File: src/rtl/fifo_pkg.sv
// Shared sizing helpers for the multi-lane FIFO: pointer/count widths and lane slice offsets.
// Pure package: no logic, no latency, no flow control.
package fifo_pkg;

    localparam int DEF_BW        = 8;
    localparam int DEF_WIDTH     = 4;
    localparam int DEF_DEPTH     = 16;
    localparam int DEF_AF_THRESH = 14;

    function automatic int clog2(input int n);
        int r;
        r = 0;
        while ((1 << r) < n) r++;
        return r;
    endfunction

    function automatic int ptr_w(input int depth);
        return (depth < 2) ? 1 : clog2(depth);
    endfunction

    // Count needs one extra bit to represent a completely full lane.
    function automatic int cnt_w(input int depth);
        return ptr_w(depth) + 1;
    endfunction

    function automatic int lane_lsb(input int lane, input int w);
        return lane * w;
    endfunction

endpackage

File: src/rtl/fifo_lane.sv
// One FIFO lane: memory, pointers, occupancy count, registered read output, optional sticky errors (FIFO_ERR_EN).
// Latency: rd at edge N -> dout/valid after edge N; data written at edge N readable at edge N+1.
// Backpressure: writes to a full lane are dropped unless a read is accepted in the same cycle.
module fifo_lane
    import fifo_pkg::*;
#(
    parameter int bw        = DEF_BW,
    parameter int depth     = DEF_DEPTH,
    parameter int af_thresh = DEF_AF_THRESH
) (
    input  logic                    clk,
    input  logic                    reset,
    input  logic [bw-1:0]           din,
    input  logic                    wr,
    input  logic                    rd,
    output logic [bw-1:0]           dout,
    output logic                    valid,
    output logic                    full,
    output logic                    empty,
    output logic                    afull,
    output logic [cnt_w(depth)-1:0] count,
    output logic                    ovf,
    output logic                    unf
);
    localparam int PW = ptr_w(depth);
    localparam int CW = cnt_w(depth);

    logic [bw-1:0] mem [depth];
    logic [PW-1:0] wr_ptr;
    logic [PW-1:0] rd_ptr;
    logic [CW-1:0] cnt;
    logic          rd_acc;
    logic          wr_acc;

    assign empty  = (cnt == '0);
    assign full   = (cnt == CW'(depth));
    assign afull  = (cnt >= CW'(af_thresh));
    assign count  = cnt;
    assign rd_acc = rd & ~empty;
    assign wr_acc = wr & (~full | rd_acc);

    // Storage is never cleared; reset only makes stale entries unreachable.
    always_ff @(posedge clk) begin
        if (wr_acc) mem[wr_ptr] <= din;
    end

    always_ff @(posedge clk) begin
        if (reset) begin
            wr_ptr <= '0;
            rd_ptr <= '0;
            cnt    <= '0;
            dout   <= '0;
            valid  <= 1'b0;
        end else begin
            if (wr_acc) wr_ptr <= wr_ptr + PW'(1);
            if (rd_acc) begin
                rd_ptr <= rd_ptr + PW'(1);
                dout   <= mem[rd_ptr];
            end
            valid <= rd_acc;
            if (wr_acc && !rd_acc)      cnt <= cnt + CW'(1);
            else if (rd_acc && !wr_acc) cnt <= cnt - CW'(1);
        end
    end

`ifdef FIFO_ERR_EN
    always_ff @(posedge clk) begin
        if (reset) begin
            ovf <= 1'b0;
            unf <= 1'b0;
        end else begin
            if (wr && !wr_acc) ovf <= 1'b1;
            if (rd && empty)   unf <= 1'b1;
        end
    end
`else
    assign ovf = 1'b0;
    assign unf = 1'b0;
`endif

endmodule

File: src/rtl/fifo_array_top.sv
// Multi-lane synchronous FIFO: `width` independent fifo_lane instances; FIFO_ERR_EN enables sticky ovf/unf flags.
// Latency: one cycle from accepted rd to out/o_valid; write-to-read one cycle.
// Backpressure: per-lane o_ready (= ~o_full); o_all_ready is the AND across lanes.
module fifo_array_top
    import fifo_pkg::*;
#(
    parameter int bw        = DEF_BW,
    parameter int width     = DEF_WIDTH,
    parameter int depth     = DEF_DEPTH,
    parameter int af_thresh = DEF_AF_THRESH
) (
    input  logic                          clk,
    input  logic                          reset,
    input  logic [width*bw-1:0]           in,
    input  logic [width-1:0]              wr,
    input  logic [width-1:0]              rd,
    output logic [width*bw-1:0]           out,
    output logic [width-1:0]              o_valid,
    output logic [width-1:0]              o_full,
    output logic [width-1:0]              o_empty,
    output logic [width-1:0]              o_ready,
    output logic [width-1:0]              o_afull,
    output logic                          o_all_ready,
    output logic [width*cnt_w(depth)-1:0] o_count,
    output logic [width-1:0]              o_ovf,
    output logic [width-1:0]              o_unf
);
    localparam int CW = cnt_w(depth);

    for (genvar i = 0; i < width; i++) begin : g_lane
        fifo_lane #(
            .bw       (bw),
            .depth    (depth),
            .af_thresh(af_thresh)
        ) u_lane (
            .clk  (clk),
            .reset(reset),
            .din  (in[lane_lsb(i, bw) +: bw]),
            .wr   (wr[i]),
            .rd   (rd[i]),
            .dout (out[lane_lsb(i, bw) +: bw]),
            .valid(o_valid[i]),
            .full (o_full[i]),
            .empty(o_empty[i]),
            .afull(o_afull[i]),
            .count(o_count[lane_lsb(i, CW) +: CW]),
            .ovf  (o_ovf[i]),
            .unf  (o_unf[i])
        );
    end

    assign o_ready     = ~o_full;
    assign o_all_ready = &o_ready;

endmodule
File: config.mk
export PLATFORM = sky130hd
export DESIGN_NAME = fifo_array_top
export DESIGN_NICKNAME = d
export VERILOG_FILES = /design/src/rtl/fifo_pkg.sv /design/src/rtl/fifo_lane.sv /design/src/rtl/fifo_array_top.sv
export SDC_FILE = /design/constraint.sdc
export NUM_CORES = 1
export LEC_CHECK = 0
export CORE_UTILIZATION = 30
export CTS_BUF_LIST = sky130_fd_sc_hd__clkbuf_16
export DETAILED_ROUTE_END_ITERATION = 10
export HOLD_SLACK_MARGIN = 0.1
export RECOVER_POWER = 50
export SYNTH_ARGS = -nofsm -noshare
export SYNTH_HDL_FRONTEND = slang
export SYNTH_SLANG_ARGS = --single-unit
File: constraint.sdc
create_clock -name clk -period 5.65 [get_ports clk]
set_input_delay 1.4125 -clock clk [delete_from_list [all_inputs] [get_ports clk]]
set_output_delay 1.4125 -clock clk [all_outputs]
set_load 0.02 [all_outputs]
==> impl_metrics.csv, run 1 <==
group,metric,value,unit
run_status,status,"completed",
synthesis,synth.top_cell.area_share,63.7,%
setup_path,end_kind,"flip-flop",
sta,worstMarginPinSlew,1.22,ns
power_and_ir_drop,combPwrFrac,18.9,%
global_routing,grt_first_pass_wirelength,80700,µm
synthesis,synth_area_per_cell,15.1,µm²
sta,setup_ws,1.21,ns
route,vias,13384,
sta,finalSetupTns,0,ns
route,viasPerCell,4.79,
place,post-place-ws,1.43,ns
sta,rsz0062_at_grt,"false",
place,port_buffers,114,
synthesis,yosysWarningCount,0,
flow_run,max_cap_violations,0,
global_routing,antenna_found_initial,2,
cts,cts.htree.levels,3,
route,route.detailed.drc,0,
finish,fin_nets,1773,
synthesis,synth_common_cells,"edfxtp_1, mux2i_1, nor2_1",
synthesis,seq_area_frac_synth,71.0,%
power_and_ir_drop,switching_share,29.0,%
synthesis,synth.most_common_cell,"edfxtp_1",
finish,drive_gt1_share,6.42,%
setup_path,worstSetupStartpointType,"primary input",
cts,clkTransAtPathRegs,0.06,ns
global_routing,grt.total_usage,13.0,%
cts,cts_buffers,67,
sta,fin_crit_sh,78.6,%
floorplan,io_pins,123,
route,wl,53800,µm
sta,maxSlewViolCount,0,
synthesis,synthCells,1598,
global_routing,grt_pass1_vias,13212,
synthesis,netlist-cell-type-count,36,
power_and_ir_drop,power.internal,8380,µW
finish,insertedDiodeCount,0,
synthesis,ys.flop_type,"edfxtp_1",
power_and_ir_drop,vdd.ir_drop.worst,290,µV
cts,clk_path_buf_depth,3,
route,ant_nets,0,
floorplan,num_rows,103,
route,firstDrtPassIters,5,
finish,fill_cells,7535,
setup_path,cp_max_fo,21,
sta,skew,0.0282,ns
floorplan,die_height,286,µm
finish,area_growth,16.9,%
cts,worstSkewPairLatency,0.61,ns
route,drt_iter0_drc,1044,
cts,post_cts_resize_count,0,
route,routedWlPerCell,19.2,µm
global_routing,overflow,0,
synthesis,synth_top_area_cell,"edfxtp_1",
sta,hold_viol,0,
setup_path,crit_type,"in -> reg",
synthesis,synth_area,24100,µm²
place,gp_congestion,0.796,
cts,clock_sinks,600,
floorplan,die_area,81600,µm²
sta,timing.fmax,0.225,GHz
power_and_ir_drop,switchingPower,3420,µW
power_and_ir_drop,p_leak,0.00878,µW
power_and_ir_drop,power_density,418,nW/µm²
power_and_ir_drop,seqPwrFrac,45.4,%
synthesis,synth_seq_cells,600,
cts,cts_tree,"yes",
synthesis,synth_area_leaders,"edfxtp_1, mux2i_1, dfxtp_1",
min_path,min_path_type,"reg -> reg",
global_routing,grt_max_degree,91,
power_and_ir_drop,power.share.clock,35.7,%
floorplan,start_util,30.5,%
synthesis,synth-edff-count,512,
setup_path,cp.required,6.15,ns
sta,relSlewSlack,18.1,%
sta,final.min_clock_period,4.44,ns
cts,ctsHoldBuffers,0,
floorplan,coreArea,79300,µm²
cts,root_buffer,"clkbuf_16",
setup_path,critPathArrivalTime,4.94,ns
synthesis,synthArstFlopShare,0,%
sta,finalSetupViolCount,0,
floorplan,die_w,286,µm
place,dpl.hpwl,34800,µm
cts,cts_setup_buffers,0,
[state kept, by name, summed over array words and instances, names as in the netlist]
name and flops:
g_lane.u_lane.mem 512, g_lane.u_lane.dout 32, g_lane.u_lane.wr_ptr 16, g_lane.u_lane.valid 4, g_lane.u_lane.count 20, g_lane.u_lane.rd_ptr 16
[final timing paths]
kind / from / to / slack [ns] / depth (start not counted)
worst min-delay path: g_lane[1].u_lane.dout[1]$_SDFFE_PP0P_ / g_lane[1].u_lane.dout[1]$_SDFFE_PP0P_ / 0.50 / 2
worst max register to register: g_lane[0].u_lane.count[2]$_SDFFE_PP0P_ / g_lane[0].u_lane.count[4]$_SDFFE_PP0P_ / 1.92 / 11
worst min register to register: g_lane[1].u_lane.dout[1]$_SDFFE_PP0P_ / g_lane[1].u_lane.dout[1]$_SDFFE_PP0P_ / 0.50 / 2
worst max-delay path: rd[0] / g_lane[0].u_lane.count[4]$_SDFFE_PP0P_ / 1.21 / 11
[cells by family after synthesis]
group / share of synthesized area, %
AND/OR/NAND/NOR: 6.06
AO/OA/AOI/OAI: 5.34
multiplexers: 11.0
other: 0.0155
buffers and inverters: 2.94
adder cells (fa/ha/maj): 2.25
flip-flops: 71.0
XOR/XNOR: 1.38
[stage by stage]
stage	hold WS, ns	power [µW]	cells	util (%)	cell area [µm²]
3_3_place_gp	0.492	7650	2670	33.0	26100
5_1_grt	0.531	12300	2795	35.6	28200
2_1_floorplan	0.553	6800	1605	-	24200
3_5_place_dp	0.498	7710	2670	33.0	26100
4_1_cts	0.507	12000	2794	35.7	28300
6_report	0.504	11800	2795	35.6	28200
[power by group through the flow]
stage | combinational, µW | clock [µW] | sequential, µW
5_1_grt | 2440 | 4470 | 5400
3_5_place_dp | 2260 | 0 | 5460
6_report | 2230 | 4210 | 5360
2_1_floorplan | 1340 | 0 | 5460
4_1_cts | 2270 | 4320 | 5370
3_3_place_gp | 2210 | 0 | 5440
[cell usage in the layout, fill, tap and decap left out, drive strengths merged, types with 8 or more instances in the layout]
master	synthesis	routed
clkbuf	38	77
xor2	23	23
xnor2	15	15
nand3b	12	12
nand4	8	8
clkinv	0	26
ha	37	37
dfxtp	88	88
clkdlybuf4s50	0	77
edfxtp	512	512
conb	1	8
dlygate4sd3	0	36
nand2b	8	8
nor2	158	158
a211oi	32	32
inv	30	49
mux2i	264	264
nor4	37	37
nand3	9	9
nand2	49	49
nor3	16	16
a21oi	24	24
o22ai	128	128
[layer usage]
layer / routed length (µm) / vias to the layer above / global-route usage, %
li1: - / 6273 / -
met1: 24700 / 6668 / 17.4
met3: 2540 / 96 / 2.58
met2: 25200 / 347 / 21.1
met5: 0 / - / 0
met4: 1420 / 0 / 4.16
[final cells by class]
cell class                      count  area (µm²)  area share [%]
Clock buffer                       69        1730            6.12
Clock inverter                     55         423            1.50
Inverter                           30         113           0.399
Multi-Input combinational cell    865        6290            22.3
Sequential cell                   600       17200            60.8
Tap cell                         1050        1310            4.66
Timing Repair Buffer              126        1200            4.26
[worst max-delay path, stage by stage]
cell and delay [ns]:
dlygate4sd3_1 0.55, a21boi_0 0.19, clkbuf_1 0.91, inv_1 0.21, ha_1 0.31, inv_1 0.16
ha_1 0.27, a21o_1 0.19, a21oi_1 0.17, mux2i_1 0.22, mux2_2 0.35
(Power assumes the default switching activity.)
==> inputs of run 2 (changes only) <==
==> constraint.sdc (replaced) <==
create_clock -name clk -period 4.5 [get_ports clk]
set_input_delay 1.125 -clock clk [delete_from_list [all_inputs] [get_ports clk]]
set_output_delay 1.125 -clock clk [all_outputs]
set_load 0.02 [all_outputs]
==> run 2 against run 1 <==
The run now ends with max-capacitance violations, max-slew violations left. First-iteration DRC count fell by 14%. Clock skew up 0.0015 ns. Non-clock buffer count is 9 higher. Total power is 26% higher. Sequential cell count did not move. Hold slack lost 0.0043 ns. Global-route usage decreased by 0.14 points. Critical path type is now reg -> out. Highest routed layer unchanged.
==> impl_metrics.csv, run 2 (synthesis gave the netlist of run 1 again) <==
group,metric,value,unit
cts,cts_setup_buffers,0,
finish,final_area,28300,µm²
floorplan,start_util,30.5,%
global_routing,overflow,0,
min_path,min_path_type,"reg -> reg",
finish,register_area,17100,µm²
route,firstDrtPassIters,5,
floorplan,io_pins,123,
sta,worstMarginPinSlew,2.08,ns
route,routedWlPerCell,18.9,µm
floorplan,coreArea,79300,µm²
cts,clkTransAtPathRegs,0.06,ns
global_routing,antenna_found_initial,0,
setup_path,crit_type,"reg -> out",
setup_path,crit_chain,"nor4_1 -> nand2_1 -> inv_1 -> clkdlybuf4s50_1",
route,vias,13241,
route,drt_iter0_drc,893,
sta,final.min_clock_period,3.60,ns
power_and_ir_drop,vdd.ir_drop.worst,399,µV
floorplan,die_height,286,µm
global_routing,grt.total_usage,12.8,%
floorplan,die_area,81600,µm²
finish,final_common_cell,"edfxtp_1",
cts,clock_sinks,600,
min_path,holdPathStages,2,
global_routing,grt_pass1_vias,13124,
route,ant_nets,0,
cts,worstSkewPairLatency,0.60,ns
sta,timing.fmax,0.278,GHz
setup_path,path_depth,4,
setup_path,cp_max_fo,6,
sta,holdWs,0.500,ns
finish,drive_gt1_share,7.13,%
setup_path,cp.required,3.38,ns
sta,hold_viol,0,
sta,relSlewSlack,-38.6,%
sta,finalSetupViolCount,0,
finish,area_growth,17.2,%
finish,regMostFlops,"g_lane.u_lane.mem",
run_status,status,"complete, but fails checks",
finish,insertedDiodeCount,0,
sta,finalSetupTns,0,ns
flow_run,max_cap_violations,3,
cts,root_buffer,"clkbuf_16",
setup_path,worstSetupStartpointType,"flip-flop",
finish,fill_cells,7460,
floorplan,die_w,286,µm
setup_path,end_kind,"output port",
route,route.detailed.drc,0,
cts,clk_path_buf_depth,3,
setup_path,slowest_stage,"clkdlybuf4s50_1",
finish,multi_input_area,6310,µm²
setup_path,critPathArrivalTime,2.48,ns
sta,fin_crit_sh,80.0,%
cts,post_cts_resize_count,0,
run_status,failed_checks,"max-capacitance violations, max-slew violations",
finish,final_cell_mix,"edfxtp_1, mux2i_1, nor2_1",
global_routing,grt_first_pass_wirelength,80200,µm
place,dpl.hpwl,34200,µm
global_routing,grt_max_degree,67,
setup_path,rr_worst_depth,9,
route,wl,52800,µm
cts,cts.htree.levels,3,
cts,cts_buffers,67,
sta,maxSlewViolCount,201,
cts,cts_tree,"yes",
sta,skew,0.0297,ns
place,place_area,26200,µm²
finish,largest_register_ff_count,512,
finish,fin_nets,1782,
place,gp_congestion,0.807,
cts,ctsHoldBuffers,0,
power_and_ir_drop,p_leak,0.00886,µW
floorplan,num_rows,103,
sta,rsz0062_at_grt,"false",
setup_path,crit_buf_inv,2,
route,viasPerCell,4.73,
place,port_buffers,114,
setup_path,crit_family,"buffers and inverters",
power_and_ir_drop,power_density,524,nW/µm²
setup_path,critPathMaxStageDelay,0.69,ns
## run 2: changes by cell type in the layout (fill, tap and decap cells not counted), sizes merged
cell,before,now
inv,49,44
clkbuf,77,75
clkinv,26,30
bufinv,3,5
buf,5,16
clkinvlp,7,4
## run 2: through the flow
stage	setup WS, ns	power [µW]	util (%)	cells
2_1_floorplan	1.14	8540	-	1605
3_3_place_gp	0.604	9640	33.1	2680
3_5_place_dp	0.573	9700	33.1	2680
4_1_cts	0.802	15000	35.8	2802
5_1_grt	0.727	15500	35.7	2802
6_report	0.900	14800	35.7	2802
## run 2: metal layers
layer | part of all wire, % | track usage, % | wire (µm)
met1 | 46 | 17.4 | 24200
met3 | 4.4 | 2.17 | 2330
met2 | 48 | 20.9 | 25200
met4 | 2.1 | 4.33 | 1100
met5 | 0 | 0 | 0
## run 2: tightest hold or removal path: stages (launching register included)
cell      delay (ns)
dfxtp_1         0.31
nor2_1          0.09
a211oi_1        0.05
## run 2: cell type report
type / count / share of cell area (%)
clock inverters: 53 / 1.49
inverters: 30 / 0.398
clock buffers: 69 / 6.10
flip-flops and latches: 600 / 60.6
repair buffers: 135 / 4.50
multi-input cells: 865 / 22.3
well taps: 1050 / 4.64
## run 2: path summary, 6_finish.rpt
check	startpoint	end	slack (ns)
worst max-delay path	g_lane[1].u_lane.count[0]$_SDFFE_PP0P_	o_full[1]	0.90
worst min-delay path	g_lane[0].u_lane.dout[3]$_SDFFE_PP0P_	g_lane[0].u_lane.dout[3]$_SDFFE_PP0P_	0.50
worst max register to register	g_lane[0].u_lane.count[2]$_SDFFE_PP0P_	g_lane[0].u_lane.count[4]$_SDFFE_PP0P_	1.29
worst min register to register	g_lane[0].u_lane.dout[3]$_SDFFE_PP0P_	g_lane[0].u_lane.dout[3]$_SDFFE_PP0P_	0.50
## run 2: report_power, final
part,internal (µW),switching (µW),leakage [µW]
clock,3090,2190,0.00109
sequential,6360,351,0.00535
combinational,1180,1660,0.00241
==> inputs of run 3 (changes only) <==
==> constraint.sdc (replaced) <==
create_clock -name clk -period 3 [get_ports clk]
set_input_delay 0.75 -clock clk [delete_from_list [all_inputs] [get_ports clk]]
set_output_delay 0.75 -clock clk [all_outputs]
set_load 0.02 [all_outputs]
==> run 3 against run 2 <==
The run now ends clean. Die area unchanged. Combinational power increased by 62%. Clock power increased by 49%. Total power increased by 51%. Critical path type unchanged. Highest routed layer unchanged.
==> impl_metrics.csv, run 3 (synthesis gave the netlist of run 1 again) <==
group,metric,value,unit
floorplan,num_rows,103,
sta,maxSlewViolCount,0,
place,gp_congestion,0.791,
cts,cts.htree.levels,3,
global_routing,grt_max_degree,49,
cts,ctsHoldBuffers,0,
setup_path,crit_type,"reg -> out",
setup_path,worstSetupStartpointType,"flip-flop",
route,drt_iter0_drc,828,
setup_path,critPathArrivalTime,2.17,ns
cts,clk_path_buf_depth,3,
sta,final.min_clock_period,2.92,ns
cts,cts_buffers,68,
sta,finalSetupViolCount,0,
finish,final_common_cell,"edfxtp_1",
finish,multi_input_area,6330,µm²
sta,skew,0.0206,ns
sta,rsz0062_at_grt,"false",
route,vias,13526,
place,post-place-cells,2766,
cts,root_buffer,"clkbuf_16",
min_path,min_path_type,"reg -> reg",
place,port_buffers,114,
floorplan,die_area,81600,µm²
power_and_ir_drop,p_leak,0.00934,µW
power_and_ir_drop,power_density,772,nW/µm²
cts,clock_sinks,600,
global_routing,grt.total_usage,13.1,%
sta,worstMarginPinSlew,1.19,ns
finish,largest_register_ff_count,512,
global_routing,grt_pass1_vias,13736,
route,route.detailed.drc,0,
cts,worstSkewPairLatency,0.60,ns
route,firstDrtPassIters,5,
sta,holdWs,0.501,ns
finish,fill_cells,7489,
finish,final_area,29000,µm²
floorplan,die_w,286,µm
route,wl,53300,µm
finish,area_growth,20.2,%
run_status,status,"completed",
global_routing,overflow,0,
global_routing,grt_first_pass_wirelength,81500,µm
global_routing,antenna_found_initial,0,
setup_path,cp.required,2.25,ns
setup_path,end_kind,"output port",
cts,cts_tree,"yes",
floorplan,coreArea,79300,µm²
cts,clkTransAtPathRegs,0.06,ns
finish,insertedDiodeCount,0,
floorplan,io_pins,123,
floorplan,start_util,30.5,%
sta,timing.fmax,0.342,GHz
route,ant_nets,0,
power_and_ir_drop,vdd.ir_drop.worst,519,µV
finish,drive_gt1_share,10.7,%
place,place_area,26900,µm²
finish,finalNonFillerCells,2892,
finish,fin_nets,1872,
sta,hold_viol,0,
sta,relSlewSlack,20.8,%
sta,fin_crit_sh,97.4,%
finish,final_cell_mix,"edfxtp_1, mux2i_1, nor2_1",
flow_run,max_cap_violations,0,
route,viasPerCell,4.68,
finish,register_area,17200,µm²
place,dpl.hpwl,35500,µm
setup_path,cp_max_fo,2,
finish,regMostFlops,"g_lane.u_lane.mem",
route,routedWlPerCell,18.4,µm
floorplan,die_height,286,µm
==> run 3: changes by cell type in the layout (fill, tap and decap cells not counted), sizes merged <==
cell	before	now
clkinvlp	4	3
dlygate4sd3	36	35
inv	44	53
clkdlybuf4s50	77	70
dlygate4sd2	0	7
buf	16	96
clkinv	30	23
clkbuf	75	85
==> run 3: cell type report <==
type / instances / share of cell area [%]
flip-flops and latches: 600 / 59.1
multi-input cells: 865 / 21.8
repair buffers: 224 / 6.79
clock buffers: 69 / 5.95
well taps: 1050 / 4.53
clock inverters: 54 / 1.41
inverters: 30 / 0.401
==> run 3: path summary, 6_finish.rpt <==
check	end	from	slack (ns)	depth (start not counted)
worst min-delay path	g_lane[1].u_lane.dout[2]$_SDFFE_PP0P_	g_lane[1].u_lane.dout[2]$_SDFFE_PP0P_	0.50	2
worst max register to register	g_lane[1].u_lane.count[4]$_SDFFE_PP0P_	g_lane[1].u_lane.count[0]$_SDFFE_PP0P_	0.18	10
worst min register to register	g_lane[1].u_lane.dout[2]$_SDFFE_PP0P_	g_lane[1].u_lane.dout[2]$_SDFFE_PP0P_	0.50	2
worst max-delay path	o_empty[0]	g_lane[0].u_lane.count[2]$_SDFFE_PP0P_	0.08	3
==> run 3: critical path, stage by stage (launching register included) <==
cell and delay [ns]:
dfxtp_1 0.30, or4_1 0.56, nor2_1 0.12, clkdlybuf4s50_1 0.61
==> run 3: per-layer routing <==
layer,track usage [%],routed length (µm),part of all wire [%],vias up
met4,4.49,1140,2.1,0
li1,-,-,-,6465
met3,2.36,2490,4.7,77
met5,0,0,0,-
met1,17.5,24200,45,6677
met2,21.3,25500,48,307
==> run 3: power breakdown <==
| group | leakage [µW] | internal, µW | switching [µW] |
|---|---|---|---|
| sequential | 0.00535 | 9540 | 399 |
| combinational | 0.00287 | 1920 | 2690 |
| clock | 0.00111 | 4630 | 3240 |
| total | 0.00934 | 16100 | 6330 |
==> run 3: timing repair <==
item / CTS / global route
gates resized for setup: 17 / 4
pin swaps: 1 / 0
buffers inserted: 3 / 0
gates cloned: 0 / 0
endpoints found under the setup margin: 10 / 1
==> run 3: through the flow <==
step,total power (µW),util (%),TNS [ns],setup slack [ns]
2_1_floorplan,12800,-,0,0.0193
3_3_place_gp,14700,34.0,-0.115,-0.0693
3_5_place_dp,14800,34.0,-0.343,-0.102
4_1_cts,22800,36.7,0,0.00736
5_1_grt,23400,36.6,0,0.00504
6_report,22400,36.6,0,0.0779
